<file path="config.mk">
export PLATFORM = sky130hd
export DESIGN_NAME = spi_slave_mode
export DESIGN_NICKNAME = d
export VERILOG_FILES = /design/src/rtl/spi_slave_mode.sv
export SDC_FILE = /design/constraint.sdc
export NUM_CORES = 1
export LEC_CHECK = 0
export CAP_MARGIN = 20
export CORE_ASPECT_RATIO = 0.6
export CORE_MARGIN = 8
export CORE_UTILIZATION = 40
export CTS_CLUSTER_SIZE = 20
export DETAILED_ROUTE_END_ITERATION = 8
export HOLD_SLACK_MARGIN = 0.1
export PLACE_DENSITY = 0.61
export SLEW_MARGIN = 20
export SYNTH_ARGS = -nofsm -noshare
export SYNTH_HDL_FRONTEND = slang
export SYNTH_SLANG_ARGS = --single-unit
</file>
<file path="constraint.sdc">
create_clock -name clk -period 5.59 [get_ports clk]
set_clock_uncertainty 0.05 [all_clocks]
set_input_delay 0.559 -clock clk [delete_from_list [all_inputs] [get_ports clk]]
set_output_delay 0.559 -clock clk [all_outputs]
set_load 0.01 [all_outputs]
</file>
<file path="src/rtl/spi_slave_mode.sv">
// SPI slave with selectable CPOL/CPHA, bit order and word length, sampled into clk.
// A one-word TX holding register feeds the shift register; RX overrun and TX underrun are flagged.
//
// state | meaning
// ------+-----------------------------------------------------------
// IDLE  | cs_n high (synchronised); miso forced 0, counters cleared
// LOAD  | one clk after cs_n falls; CPHA=0 preloads the TX shift reg
// SHIFT | frame active; sample/shift on synchronised sclk edges
module spi_slave_mode #(
   parameter int                  DATA_LEN    = 8,
   parameter int                  CPOL        = 0,
   parameter int                  CPHA        = 0,
   parameter int                  MSB_FIRST   = 1,
   parameter int                  SYNC_STAGES = 2,
   parameter logic [DATA_LEN-1:0] IDLE_WORD   = '0
) (
   input  logic                clk,
   input  logic                rst_n,
   input  logic [DATA_LEN-1:0] tx_tdata,
   input  logic                tx_tvalid,
   output logic                tx_tready,
   output logic [DATA_LEN-1:0] rx_tdata,
   output logic                rx_tvalid,
   input  logic                rx_tready,
   output logic                rx_overrun,
   output logic                tx_underrun,
   output logic                busy,
   input  logic                spi_sclk,
   input  logic                spi_mosi,
   input  logic                spi_cs_n,
   output logic                spi_miso
);

   localparam int            CNT_W     = $clog2(DATA_LEN + 1);
   localparam logic          SCLK_IDLE = (CPOL != 0);
   localparam logic [CNT_W-1:0] LAST_BIT = CNT_W'(DATA_LEN - 1);

   typedef enum logic [1:0] {ST_IDLE, ST_LOAD, ST_SHIFT} state_t;
   state_t state, state_nxt;

   logic [SYNC_STAGES-1:0] sclk_sync, mosi_sync, cs_sync;
   logic                   sclk_s, sclk_q, mosi_s, cs_s;
   logic                   lead_edge, trail_edge, sample_edge, shift_edge;
   logic                   do_load, do_shift, do_sample, word_done;
   logic [CNT_W-1:0]       bit_cnt;
   logic [DATA_LEN-1:0]    tx_shift, rx_shift, rx_next, hold_reg;
   logic                   hold_full;

   always_ff @(posedge clk or negedge rst_n) begin
      if (!rst_n) begin
         sclk_sync <= {SYNC_STAGES{SCLK_IDLE}};
         mosi_sync <= '0;
         cs_sync   <= '1;
         sclk_q    <= SCLK_IDLE;
      end else begin
         sclk_sync <= {sclk_sync[SYNC_STAGES-2:0], spi_sclk};
         mosi_sync <= {mosi_sync[SYNC_STAGES-2:0], spi_mosi};
         cs_sync   <= {cs_sync[SYNC_STAGES-2:0], spi_cs_n};
         sclk_q    <= sclk_s;
      end
   end

   assign sclk_s      = sclk_sync[SYNC_STAGES-1];
   assign mosi_s      = mosi_sync[SYNC_STAGES-1];
   assign cs_s        = cs_sync[SYNC_STAGES-1];
   assign lead_edge   = (sclk_q == SCLK_IDLE) && (sclk_s != SCLK_IDLE);
   assign trail_edge  = (sclk_q != SCLK_IDLE) && (sclk_s == SCLK_IDLE);
   assign sample_edge = (CPHA == 0) ? lead_edge : trail_edge;
   assign shift_edge  = (CPHA == 0) ? trail_edge : lead_edge;

   always_ff @(posedge clk or negedge rst_n) begin
      if (!rst_n) state <= ST_IDLE;
      else        state <= state_nxt;
   end

   always_comb begin
      state_nxt = state;
      do_load   = 1'b0;
      do_shift  = 1'b0;
      do_sample = 1'b0;
      if (cs_s) begin
         state_nxt = ST_IDLE;
      end else begin
         case (state)
            ST_IDLE: state_nxt = ST_LOAD;
            ST_LOAD: begin
               state_nxt = ST_SHIFT;
               do_load   = (CPHA == 0);
            end
            ST_SHIFT: begin
               do_sample = sample_edge;
               if (shift_edge) begin
                  if (bit_cnt == '0) do_load  = 1'b1;
                  else               do_shift = 1'b1;
               end
            end
            default: state_nxt = ST_IDLE;
         endcase
      end
   end

   assign word_done = do_sample && (bit_cnt == LAST_BIT);
   assign rx_next   = (MSB_FIRST != 0) ? {rx_shift[DATA_LEN-2:0], mosi_s}
                                       : {mosi_s, rx_shift[DATA_LEN-1:1]};

   always_ff @(posedge clk or negedge rst_n) begin
      if (!rst_n) begin
         bit_cnt     <= '0;
         rx_shift    <= '0;
         tx_shift    <= '0;
         tx_underrun <= 1'b0;
      end else begin
         tx_underrun <= 1'b0;
         if (cs_s) begin
            // deselect drops any partial word in both directions
            bit_cnt  <= '0;
            rx_shift <= '0;
            tx_shift <= '0;
         end else begin
            if (do_sample) begin
               rx_shift <= rx_next;
               bit_cnt  <= word_done ? '0 : bit_cnt + CNT_W'(1);
            end
            if (do_load) begin
               tx_shift    <= hold_full ? hold_reg : IDLE_WORD;
               tx_underrun <= !hold_full;
            end else if (do_shift) begin
               tx_shift <= (MSB_FIRST != 0) ? (tx_shift << 1) : (tx_shift >> 1);
            end
         end
      end
   end

   always_ff @(posedge clk or negedge rst_n) begin
      if (!rst_n) begin
         hold_reg  <= '0;
         hold_full <= 1'b0;
      end else if (do_load && hold_full) begin
         hold_full <= 1'b0;
      end else if (tx_tvalid && !hold_full) begin
         hold_reg  <= tx_tdata;
         hold_full <= 1'b1;
      end
   end

   always_ff @(posedge clk or negedge rst_n) begin
      if (!rst_n) begin
         rx_tdata   <= '0;
         rx_tvalid  <= 1'b0;
         rx_overrun <= 1'b0;
      end else begin
         rx_overrun <= 1'b0;
         if (word_done) begin
            if (!rx_tvalid || rx_tready) begin
               rx_tdata  <= rx_next;
               rx_tvalid <= 1'b1;
            end else begin
               rx_overrun <= 1'b1;
            end
         end else if (rx_tvalid && rx_tready) begin
            rx_tvalid <= 1'b0;
         end
      end
   end

   assign tx_tready = !hold_full;
   assign busy      = (state != ST_IDLE);
   assign spi_miso  = (state == ST_IDLE) ? 1'b0
                    : ((MSB_FIRST != 0) ? tx_shift[DATA_LEN-1] : tx_shift[0]);

endmodule

</file>
* Word level (Yosys, flattened, before mapping)
Cells that the tools add are included.
** Operators by class
- $add $sub $neg :: 1
- Eq/ne operators :: 5
- Muxes and demuxes :: 31
- Bitwise gates (word level) :: 3
- Reductions and logical operators :: 19
** Operators by type and width (count)
- $mux W8 :: 4
- $mux W1 :: 19
- $mux W7 :: 2
- $mux W4 :: 3
- $reduce_bool A2 Y1 :: 4
- $logic_and A1 B1 Y1 :: 6
- $pmux W2 S3 :: 1
- $reduce_and A2 Y1 :: 3
- $add A4 B1 Y4 const B :: 1
- $eq A4 B3 Y1 const B :: 1
- $logic_not A4 Y1 :: 1
- $not A1 Y1 :: 3
- $reduce_bool A3 Y1 :: 1
- $eq A2 B1 Y1 const B :: 1
- $eq A2 B2 Y1 const B :: 1
- $logic_not A1 Y1 :: 2
- $logic_not A2 Y1 :: 1
- $mux W2 :: 1
- $ne A2 B1 Y1 const B :: 1
- $ne A2 B2 Y1 const B :: 1
- $pmux W1 S2 :: 1
- $logic_or A1 B1 Y1 :: 1
** Word-level totals
- Register bits :: 48
- Output and inout port bits :: 14

* Logic depth before layout (Yosys ltp)
Gate-level depths: netlist of the first run.
- Depth in word-level cells :: 8
- Mapped depth :: 7

* Least setup slack after synthesis of the first run
No wires, ideal clock.
- Path kind :: reg2reg
- Start point :: register state[0]
- End point :: register tx_shift[1]
- Library setup time :: 0.125 ns
- Arrival time :: 1.793 ns
- Required time :: 5.415 ns
- Path slack :: 3.622 ns
- Cell stages (with the launch flop) :: 8
- Period minus slack after synthesis :: 1.968 ns
- Path through :: dfrtp_1 -> inv_1 -> ha_1 -> and4bb_1 -> a22o_1 -> buf_2 -> a32o_1 -> mux2_2
** On the way
- Longest elaborated chain between the ends :: 5
- Elaborated cells on any way between the ends :: 9
** RTL lines
- start: declaration :: RTL line 39 : state_t state, state_nxt;
- start signal: assignment :: RTL line 73 : else state <= state_nxt;
- $eq A2 B2 Y1 / $eq A2 B1 Y1 (equally long branches) :: RTL line 84 : case (state)
- $pmux W1 S2 :: RTL line 84
- $mux W1 :: RTL line 81 : if (cs_s) begin
- $mux W8 :: RTL line 124 : if (do_load) begin
- $mux W8 :: RTL line 114 : if (cs_s) begin
- end signal: assignment :: RTL line 125 : tx_shift <= hold_full ? hold_reg : IDLE_WORD;
- end signal: assignment :: RTL line 128 : tx_shift <= (MSB_FIRST != 0) ? (tx_shift << 1) : (tx_shift >> 1);
- end: declaration :: RTL line 46 : logic [DATA_LEN-1:0] tx_shift, rx_shift, rx_next, hold_reg;
Parallel ways exist; a longest one is shown, timed or not.
A chain may end at the register's enable or synchronous reset.

* Final worst setup path of the first run
- Start point :: register state[0]
- End point :: register rx_tdata[0]
** On the way
- Longest elaborated chain between the ends :: 5
** RTL lines
- $eq A2 B2 Y1 :: RTL line 84
- $mux W1 :: RTL line 84
- $mux W1 :: RTL line 81
- $logic_and A1 B1 Y1 :: RTL line 102 : assign word_done = do_sample && (bit_cnt == LAST_BIT);
- $reduce_and A2 Y1 (no source line)
- end signal: assignment :: RTL line 155 : rx_tdata <= rx_next;
- end: declaration :: RTL line 22 : output logic [DATA_LEN-1:0] rx_tdata,
No other way between the ends.

==> impl_results.md, run 1 <==
- Antenna violations before repair: 0
- Core area: about 0.005 sq mm
- Combinational power share: 15.0%
- RR Endpoint: rx_tdata[0]
- Die H: roughly 72 um
- Placement Setup Slack: 3.165 ns
- Total power divided by cell area: around 320 mW/mm^2
- Setup-failing EPs final: 0
- Share of layout cells above drive strength 1: 19.27%
- Clk slew on worst S/H paths: 0.08 ns
- Total wire length: between 3000 and 4000 um
- Critical Path RT: 5.72 ns
- Critical path class: reg -> reg
- FMAX: between 400 and 500 MHz
- Reg2Reg Setup Slack: ~3.2 ns
- Area Growth Syn to Fin: 21.93%
- CTS root buf: clkbuf_8
- Vias: ~1,300
- Port Buf Inserts: 28
- Syn Area/Cell: roughly 13 sq um
- GRT Util Overall: a little over a tenth
- Via/cell ratio: about 5
- Vias in the first global route: ~1,300
- Post-CTS Setup Inserts: 0
- Max FO, Critical Path: 12
- Worst EP arrival: about 2.5 ns
- RSZ-0062 raised after global routing: no
- LEAKAGE: about 1.1 nW
- Cts hold-fix bufs: 0
- ANT cells: 0
- Slowest-stage cell, CP: or3_4
- CP Launch Type: flop
- Period utilization: roughly 43%
- Starting DRC count in detailed routing: between 80 and 90
- Die X: between 100 and 150 um
- Syn Nets: roughly 180
- Sequential power share: 51.9%
- Internal: slightly above 600 uW
- Pre-antenna DRT Iters: 4
- Post-Synthesis Cells: roughly 160
- Non-Filler Instances: ~260
- CTS sink cnt: between 40 and 50
- Yosys reg bits: 48
- Final Instance Area: between 0.002 and 0.003 sq mm
- Global-route wire length before repair: about 6600 um
- # rows: 20
- Worst Setup End Kind: flop
- Critical Path Max Stage Delay: a little over 0.5 ns
- Sum of negative setup slack: 0 ns
- Total gr overflow: 0
- Remaining antenna violation count: 0
- FILL cells: 448
- Worst r2r src: state[0]
- IO Count: 29
- Clock Power Share: about a third
- Die ar.: a little under 0.008 sq mm
- DR WL/cell: about 15 um
- Clock latency on the worst-skew pair: slightly below 0.3 ns
- Crit path cell chain: inv_1 -> ha_1 -> nand3b_1 -> or3_4 -> nand2b_4 -> mux2_4
- Initial core utilization: slightly above 40%
- Worst-Margin Slew: between 0.6 and 0.7 ns
- Dpl cells: 250
- FF-to-FF path depth: 6
- Count of different cell masters after synthesis: 30
- Routability cong.: approximately 0.76
- Maximum buffer depth of the clock tree: 2
- Cell Area, Placed: approximately 0.0024 sq mm
- Post-DP HPWL: ~2800 um
- Layout Nets: about 210
- NetSw: a little under 200 uW
- Min-Delay Path Class: in -> async
- Drt drc: 0
- VDD IR max: around 160 uV
- Final worst slack: between 3 and 4 ns
- Tmin final: about 2.4 ns
- Synth warn: 0
- Largest net degree at the start of global routing: 49
- Post_cts resized: 0
- Mapped Area: about 0.0021 sq mm
- Post-synthesis sequential area ratio: roughly three fifths
- Slew HR: a little over half
- Final hold vios: 0
- Switching Fraction: about a quarter
- Total CTS buffers: 5
- Max Cap Viol: 0
- H-tree depth: 2
- Status: completed
- TritonCTS clock tree: yes
- Max-slew violations: 0
stage by stage:
stage / power (mW) / hold slack (ns) / utilization, %
finish: 0.8070 / 0.2207 / 50.18
global placement: 0.5393 / 0.2833 / 47.60
global route: 0.8521 / 0.2515 / 50.18
floorplan: 0.4996 / 0.2134 / -
detailed placement: 0.5487 / 0.2894 / 47.60
CTS: 0.8187 / 0.3088 / 50.13
kinds of logic (layout without fill, tap and decap cells):
family                     after synthesis  count (layout)  synth area share, %
buffers and inverters                   14              43                2.977
AOI/OAI and AO/OA                       24              24                8.323
DFF                                     48              48                58.44
adders and majority gates                6               6                3.645
and+or+nand+nor                         45              45                11.24
muxes                                   25              25                14.95
xor gates and xnor gates                 1               1               0.4254
cells in the final DEF (no fill, tap or decap), drive strengths merged, types with 2 or more instances in the layout:
master	n
nor2	9
inv	7
a21oi	12
and3b	2
dfstp	2
nand3	3
nand2	20
ha	6
a32o	6
mux2i	3
dfrtp	46
mux2	22
clkdlybuf4s50	27
nand2b	4
clkbuf	7
nand3b	2
o21ai	3
power by group through the flow:
stage / Combinational, mW / Clock [mW] / Sequential, mW
final: 0.121 / 0.267 / 0.419
after CTS: 0.123 / 0.276 / 0.420
after global routing: 0.135 / 0.292 / 0.425
after global placement: 0.115 / 0 / 0.424
after detailed placement: 0.122 / 0 / 0.426
after floorplan: 0.0846 / 0 / 0.415
worst max-delay path, delay by kind of cell (launching register included):
family / cells / cell delay (ns)
multiplexers: 1 / 0.33
flip-flops: 1 / 0.41
buffers and inverters: 1 / 0.11
adder cells (fa/ha/maj): 1 / 0.27
AND/OR/NAND/NOR: 3 / 1.12
worst max-delay path by stage:
stage	startpoint	to	slack (ns)
2_1_floorplan	state[0]	tx_shift[1]	3.62
3_3_place_gp	state[0]	rx_tdata[1]	3.27
3_5_place_dp	state[0]	rx_tdata[5]	3.16
4_1_cts	state[0]	rx_tdata[0]	3.16
5_1_grt	state[0]	rx_tdata[0]	3.04
6_report	state[0]	rx_tdata[0]	3.19
synthesized netlist by cell type:
master    number  share of area (%)
a21oi_1       11                2.7
a21oi_2        1               0.43
a221oi_2       1               0.73
a22o_1         1               0.43
a32o_1         6                2.9
a32oi_1        1               0.43
and3b_1        2               0.85
and4bb_1       1               0.61
buf_2          1               0.24
buf_6          1               0.55
clkbuf_1       5               0.91
dfrtp_1       46                 56
dfstp_2        2                2.6
ha_1           6                3.6
inv_1          7                1.3
mux2_2        14                7.7
mux2_4         8                5.8
mux2i_1        3                1.5
nand2_1       20                3.6
nand2b_1       3               0.91
nand2b_4       1               0.67
nand3_1        3               0.73
nand3b_1       2               0.73
nor2_1         9                1.6
nor2b_1        1               0.30
nor3_1         1               0.24
o21ai_0        3               0.73
or3_4          1               0.55
or4_1          1               0.36
xor2_1         1               0.43
layer usage:
| layer | vias to the layer above | global-route usage (%) | wire (um) |
|---|---|---|---|
| met3 | 6 | 3.760 | 234 |
| met1 | 640 | 14.60 | 1922 |
| met5 | - | 0 | 0 |
| li1 | 615 | - | - |
| met4 | 0 | 3.167 | 45 |
| met2 | 34 | 15.09 | 1708 |
area by class of cell:
cell class | count | area [sq um] | share of cell area [%]
Multi-Input combinational cell | 101 | 794.5 | 31.64
Clock inverter | 1 | 30.03 | 1.196
Sequential cell | 48 | 1204 | 47.93
Timing Repair Buffer | 28 | 277.8 | 11.06
Tap cell | 66 | 82.58 | 3.288
Clock buffer | 7 | 96.34 | 3.837
Inverter | 7 | 26.28 | 1.046
Power figures use the tool's default switching activity.
==> run 2: changes to the inputs <==
==> constraint.sdc (replaced) <==
create_clock -name clk -period 2.51 [get_ports clk]
set_clock_uncertainty 0.05 [all_clocks]
set_input_delay 0.251 -clock clk [delete_from_list [all_inputs] [get_ports clk]]
set_output_delay 0.251 -clock clk [all_outputs]
set_load 0.01 [all_outputs]
==> impl_results.md, run 2 (same netlist as run 1, synthesis figures left out) <==
- Non-Filler Instances: 262 (+1.6%)
- Worst EP arrival: 2.35 ns (-0.18 ns)
- TritonCTS clock tree: yes
- Routability cong.: 0.7455 (-1.6%)
- Critical Path RT: 2.66 ns (-3.06 ns)
- Tmin final: 2.205 ns (-0.1953 ns)
- LEAKAGE: 1.151 nW (+1.6%)
- Final worst slack: 0.3045 ns (-2.885 ns)
- Starting DRC count in detailed routing: 53 (-40%)
- Maximum buffer depth of the clock tree: 2 (unchanged)
- Final Instance Area: 0.002541 sq mm (+1.2%)
- Drt drc: 0 (unchanged)
- CP endpoint: tx_shift[2]
- Total power divided by cell area: 717.3 mW/mm^2 (+120%)
- Pre-antenna DRT Iters: 4 (unchanged)
- Sum of negative setup slack: 0 ns (unchanged)
- Setup-failing EPs final: 0 (unchanged)
- Remaining antenna violation count: 0 (unchanged)
- Share of layout cells above drive strength 1: 20.41% (+1.1 points)
- FF-to-FF path depth: 6 (unchanged)
- Total gr overflow: 0 (unchanged)
- IO Count: 29 (unchanged)
- Clock latency on the worst-skew pair: 0.31 ns (+0.02 ns)
- Most frequent cells in the layout: 46 x dfrtp_1, 27 x clkdlybuf4s50_1, 20 x nand2_1, 14 x mux2_2, 11 x a21oi_1
- RSZ-0062 raised after global routing: no
- Final Power: 1.823 mW (+130%)
- Min-Delay Path Class: in -> reg
- Max FO, Critical Path: 7 (-5)
- Worst Setup End Kind: flop
- Most common cell after layout, fill and taps aside: dfrtp_1
- Vias: 1,310 (+1.2%)
- Placement Setup Slack: 0.3285 ns (-2.836 ns)
- CTS root buf: clkbuf_8
- Port Buf Inserts: 28 (unchanged)
- Period utilization: 87.87% (+45 points)
- Global-route wire length before repair: 6727 um (+2.4%)
- Status: completed
- Max-slew violations: 0 (unchanged)
- Core area: 0.005005 sq mm (unchanged)
- Critical path class: reg -> reg
- Via/cell ratio: 5.000 (-0.39%)
- Post_cts resized: 0 (unchanged)
- Slew HR: 52.48% (-1.8 points)
- Crit. Startpoint: state[0]
- Total wire length: 3939 um (+0.72%)
- Initial core utilization: 41.15% (unchanged)
- RR Endpoint: tx_shift[2]
- Area Growth Syn to Fin: 23.39%
- GRT Util Overall: 11.09% (+0.49 points)
- CTS sink cnt: 48 (unchanged)
- Post-CTS Setup Inserts: 0 (unchanged)
- FMAX: 453.4 MHz (+8.9%)
- Post-DP HPWL: 2725 um (-1.7%)
- Die ar.: 0.007776 sq mm (unchanged)
- Max Cap Viol: 0 (unchanged)
- H-tree depth: 2 (unchanged)
- Vias in the first global route: 1,361 (+1.3%)
- ANT cells: 0 (unchanged)
- Clk slew on worst S/H paths: 0.09 ns (about the same)
- Total CTS buffers: 5 (unchanged)
- Final hold vios: 0 (unchanged)
- Reg2Reg Setup Slack: 0.30 ns (-2.88 ns)
- Die H: 71.58 um (unchanged)
- Dpl cells: 253 (+1.2%)
- Worst r2r src: state[0]
- Layout Nets: 216 (+1.9%)
- VDD IR max: 315.3 uV (+97%)
- Cell Area, Placed: 0.002405 sq mm (+0.95%)
- DR WL/cell: 15.03 um (-0.82%)
- Die X: 108.6 um (unchanged)
- Largest net degree at the start of global routing: 27 (-45%)
- Antenna violations before repair: 0 (unchanged)
- CP Launch Type: flop
- # rows: 20 (unchanged)
- Worst-Margin Slew: 0.7128 ns (+0.02789 ns)
run 2: changes by cell type in the layout (fill, tap and decap cells not counted), sizes merged:
cell / change
buf: +3
dlygate4sd3: +1
run 2: how the worst min path moves through the flow:
| stage | start | end | slack, ns | cells past startpoint |
|---|---|---|---|---|
| finish | spi_cs_n | cs_sync[0] | 0.30 | 1 |
| global route | spi_cs_n | cs_sync[0] | 0.29 | 1 |
| CTS | spi_cs_n | cs_sync[0] | 0.29 | 1 |
| detailed placement | rst_n | mosi_sync[1] | 0.21 | 1 |
| global placement | rst_n | mosi_sync[0] | 0.20 | 1 |
| floorplan | rst_n | bit_cnt[0] | -0.09 | 0 |
run 2: final cells by class:
cell class	instances	area (sq um)
clock buffers	7	96.34
multi-input cells	101	794.5
repair buffers	32	307.8
fillers	427	2464
flip-flops and latches	48	1204
clock inverters	1	30.03
well taps	66	82.58
inverters	7	26.28
run 2: per-stage QoR:
stage | hold slack [ns] | utilization, %
after floorplan | -0.09459 | -
final | 0.2964 | 50.78
after global routing | 0.2930 | 50.78
after detailed placement | 0.2080 | 48.05
after global placement | 0.1957 | 48.05
after CTS | 0.2873 | 50.78
run 2: timing repair:
action	4_1_cts	5_1_grt
setup endpoints to repair	0	0
hold buffers	1	0
endpoints found under the hold margin	20	0
run 2: critical path: stages, from the launching register on:
cell     delay [ns]
dfrtp_1        0.41
inv_1          0.12
ha_1           0.27
and3b_1        0.27
o21ai_0        0.19
a21oi_2        0.40
mux2_2         0.39
run 2: power breakdown:
group          internal, mW  switching, mW  total (mW)  leakage, nW
sequential            0.873         0.0666       0.939        0.628
combinational         0.149          0.122       0.270        0.458
clock                 0.352          0.262       0.613       0.0645
run 2: per-layer routing:
layer	vias to the layer above	GRT usage, %	part of all wire (%)
met5	-	0	0
met4	0	4.977	1.6
met3	7	4.655	6.1
met2	29	15.09	42
met1	649	14.81	51
li1	625	-	-
==> run 3: changes to the inputs <==
--- a/config.mk
+++ b/config.mk
@@ -5,7 +5,6 @@
 export SDC_FILE = /design/constraint.sdc
 export NUM_CORES = 1
 export LEC_CHECK = 0
-export CAP_MARGIN = 20
 export CORE_ASPECT_RATIO = 0.6
 export CORE_MARGIN = 8
 export CORE_UTILIZATION = 40
==> results of run 3 <==
No change in the layout: final DEF, timing and power equal those of run 2.
==> edit, RTL diff (config.mk and constraints of run 1) <==
Make the reset (`rst_n`) synchronous in 5 clocked blocks.
--- a/src/rtl/spi_slave_mode.sv
+++ b/src/rtl/spi_slave_mode.sv
@@ -46,7 +46,7 @@
    logic [DATA_LEN-1:0]    tx_shift, rx_shift, rx_next, hold_reg;
    logic                   hold_full;
 
-   always_ff @(posedge clk or negedge rst_n) begin
+   always_ff @(posedge clk) begin
       if (!rst_n) begin
          sclk_sync <= {SYNC_STAGES{SCLK_IDLE}};
          mosi_sync <= '0;
@@ -68,7 +68,7 @@
    assign sample_edge = (CPHA == 0) ? lead_edge : trail_edge;
    assign shift_edge  = (CPHA == 0) ? trail_edge : lead_edge;
 
-   always_ff @(posedge clk or negedge rst_n) begin
+   always_ff @(posedge clk) begin
       if (!rst_n) state <= ST_IDLE;
       else        state <= state_nxt;
    end
@@ -103,7 +103,7 @@
    assign rx_next   = (MSB_FIRST != 0) ? {rx_shift[DATA_LEN-2:0], mosi_s}
                                        : {mosi_s, rx_shift[DATA_LEN-1:1]};
 
-   always_ff @(posedge clk or negedge rst_n) begin
+   always_ff @(posedge clk) begin
       if (!rst_n) begin
          bit_cnt     <= '0;
          rx_shift    <= '0;
@@ -131,7 +131,7 @@
       end
    end
 
-   always_ff @(posedge clk or negedge rst_n) begin
+   always_ff @(posedge clk) begin
       if (!rst_n) begin
          hold_reg  <= '0;
          hold_full <= 1'b0;
@@ -143,7 +143,7 @@
       end
    end
 
-   always_ff @(posedge clk or negedge rst_n) begin
+   always_ff @(posedge clk) begin
       if (!rst_n) begin
          rx_tdata   <= '0;
          rx_tvalid  <= 1'b0;
Formal check against the unedited RTL: differs if rst_n is asserted again (counterexample within 4 cycles, from zero or initial values and one cycle with rst_n low); with rst_n held inactive, the same outputs for 10 cycles.
==> edit against run 1 <==
- synthesized cell count up 13%
- area after synthesis down 8.3%
- sequential share of layout area down 6.6 points
- setup slack worse by 0.17 ns
- routed wire length down 3.6%
- cell area down 7.4%
- via count up 0.31%
- count of clock-buffer cells in the layout down 2
- utilization up 0.76 points
- sequential cell count unchanged
- critical path type is now input port to register
- critical endpoint is now tx_shift[3]
- largest cell class unchanged
Power is not compared: it rests on default switching activity, and its combinational part moved more than twofold at a synthesized area within 25%.
==> edit: results (changes against run 1) <==
stage	metric	value	unit	change
layout	share of layout cells above drive strength 1	0.0613		was 0.193
clocking	CTS Buf Count	5		unchanged
clocking	CTS resizes	0		unchanged
global_route	initial antenna violation count	0		unchanged
place	Placed Cells	267		was 250
place	I/O Buffers	28		unchanged
logic_synthesis	register area share after synthesis	0.509		was 0.584
logic_synthesis	async set-reset flop share out of synthesis	0		was 1.00
status	outcome	finished, final reports clean		unchanged
layout	Layout fillers	415		was 448
timing	Worst Tran Pin Value	0.938	ns	was 0.685 ns
timing	Final Setup Violations	0		unchanged
global_route	GR Util All Layers	0.107		was 0.106
layout	diode count	0		unchanged
drt	DRT Pass-1 Iters	4		unchanged
setup_path	Worst EP arrival	2.75	ns	was 2.53 ns
setup_path	CP Max Fanout	27		was 12
layout	final net count	231		was 212
clocking	H-tree levels	2		unchanged
logic_synthesis	synthesized instance count	184		was 163
logic_synthesis	Distinct cells, synth	30		unchanged
clocking	post-CTS setup buffers	0		unchanged
logic_synthesis	Yosys warnings	0		unchanged
clocking	maximum clock path buffer count	2		unchanged
place	Final HPWL DP	2.83	mm	was 2.77 mm
clocking	clock slew at reported path FFs	0.08	ns	about the same
drt	routed vias	1299		was 1295
clocking	Clock Tree Root	clkbuf_8		unchanged
clocking	clk_lat worst skew	0.30	ns	
drt	routed len/inst	13.7	um	was 15.2 um
logic_synthesis	top cell types by occurrence after synthesis	dfxtp_1 (48), mux2i_1 (25), nand2_1 (20)		was dfrtp_1 (46), nand2_1 (20), mux2_2 (14)
drt	vias per std cell	4.72		was 5.02
pwr	P_leak	0.816	nW	
global_route	largest net degree at the start of global routing	28		was 49
global_route	first-pass GRT wire length	6.27	mm	was 6.57 mm
drt	DR iter-0 viols	50		was 89
worst_hold_path	worst hold path type	register to register		was input port to asynchronous set/reset pin
pwr	Max IR drop VDD	0.000130	V	
logic_synthesis	ranking of synthesized cells by area	dfxtp_1 (51%), mux2i_1 (13%), nor2b_1 (6.3%)		was dfrtp_1 (56%), mux2_2 (7.7%), mux2_4 (5.8%)
logic_synthesis	top_reg_cell synth	dfxtp_1		was dfrtp_1
place	RePlAce Congestion	0.717		was 0.758
logic_synthesis	syn_nets	204		was 184
## edit: worst max-delay path: stages
cell and delay, ns:
clkdlybuf4s50_1 0.92, nand2b_1 0.55, nor3_2 0.54, o2bb2ai_1 0.17
## edit: cells by family after synthesis
family / synth area share
buffers and inverters: 0.0298
adder cells (fa/ha/maj): 0.0331
multiplexers: 0.133
flip-flops: 0.509
AND/OR/NAND/NOR: 0.213
XOR/XNOR: 0.00464
AO/OA/AOI/OAI: 0.0775
## edit: routing by layer
layer	wire (um)	track usage	part of all wire
met1	2020	0.148	0.54
met3	116	0.0297	0.031
met5	0	0	0
met2	1580	0.148	0.42
met4	57	0.0519	0.015
## edit: final timing paths
kind	slack, ns	to	cells after the start	from
setup / recovery	3.02	tx_shift[3]	4	rst_n
hold / removal	0.37	cs_sync[1]	1	cs_sync[0]
setup reg to reg	3.49	rx_tdata[3]	6	state[0]
hold reg to reg	0.37	cs_sync[1]	1	cs_sync[0]
## edit: power breakdown
group	switching, W	internal [W]	total, W
clock	0.000114	0.000132	0.000246
combinational	0.0000114	0.0000183	0.0000297
sequential	0.00000483	0.000348	0.000353
total	0.000130	0.000499	0.000629
## edit: through the flow
step	cell area, um2	setup WS, ns	hold slack, ns
global placement	2210	2.77	0.357
detailed placement	2210	2.62	0.352
finish	2320	3.02	0.374
global route	2320	2.72	0.391
CTS	2320	2.94	0.375
floorplan	1890	3.93	0.336
## edit: area by class of cell
class,count,share of cell area
sequential,48,0.413
multi-input combinational,122,0.375
timing repair buffer,28,0.121
tap,63,0.0339
clock buffer,5,0.0296
clock inverter,3,0.0183
inverter,6,0.00969
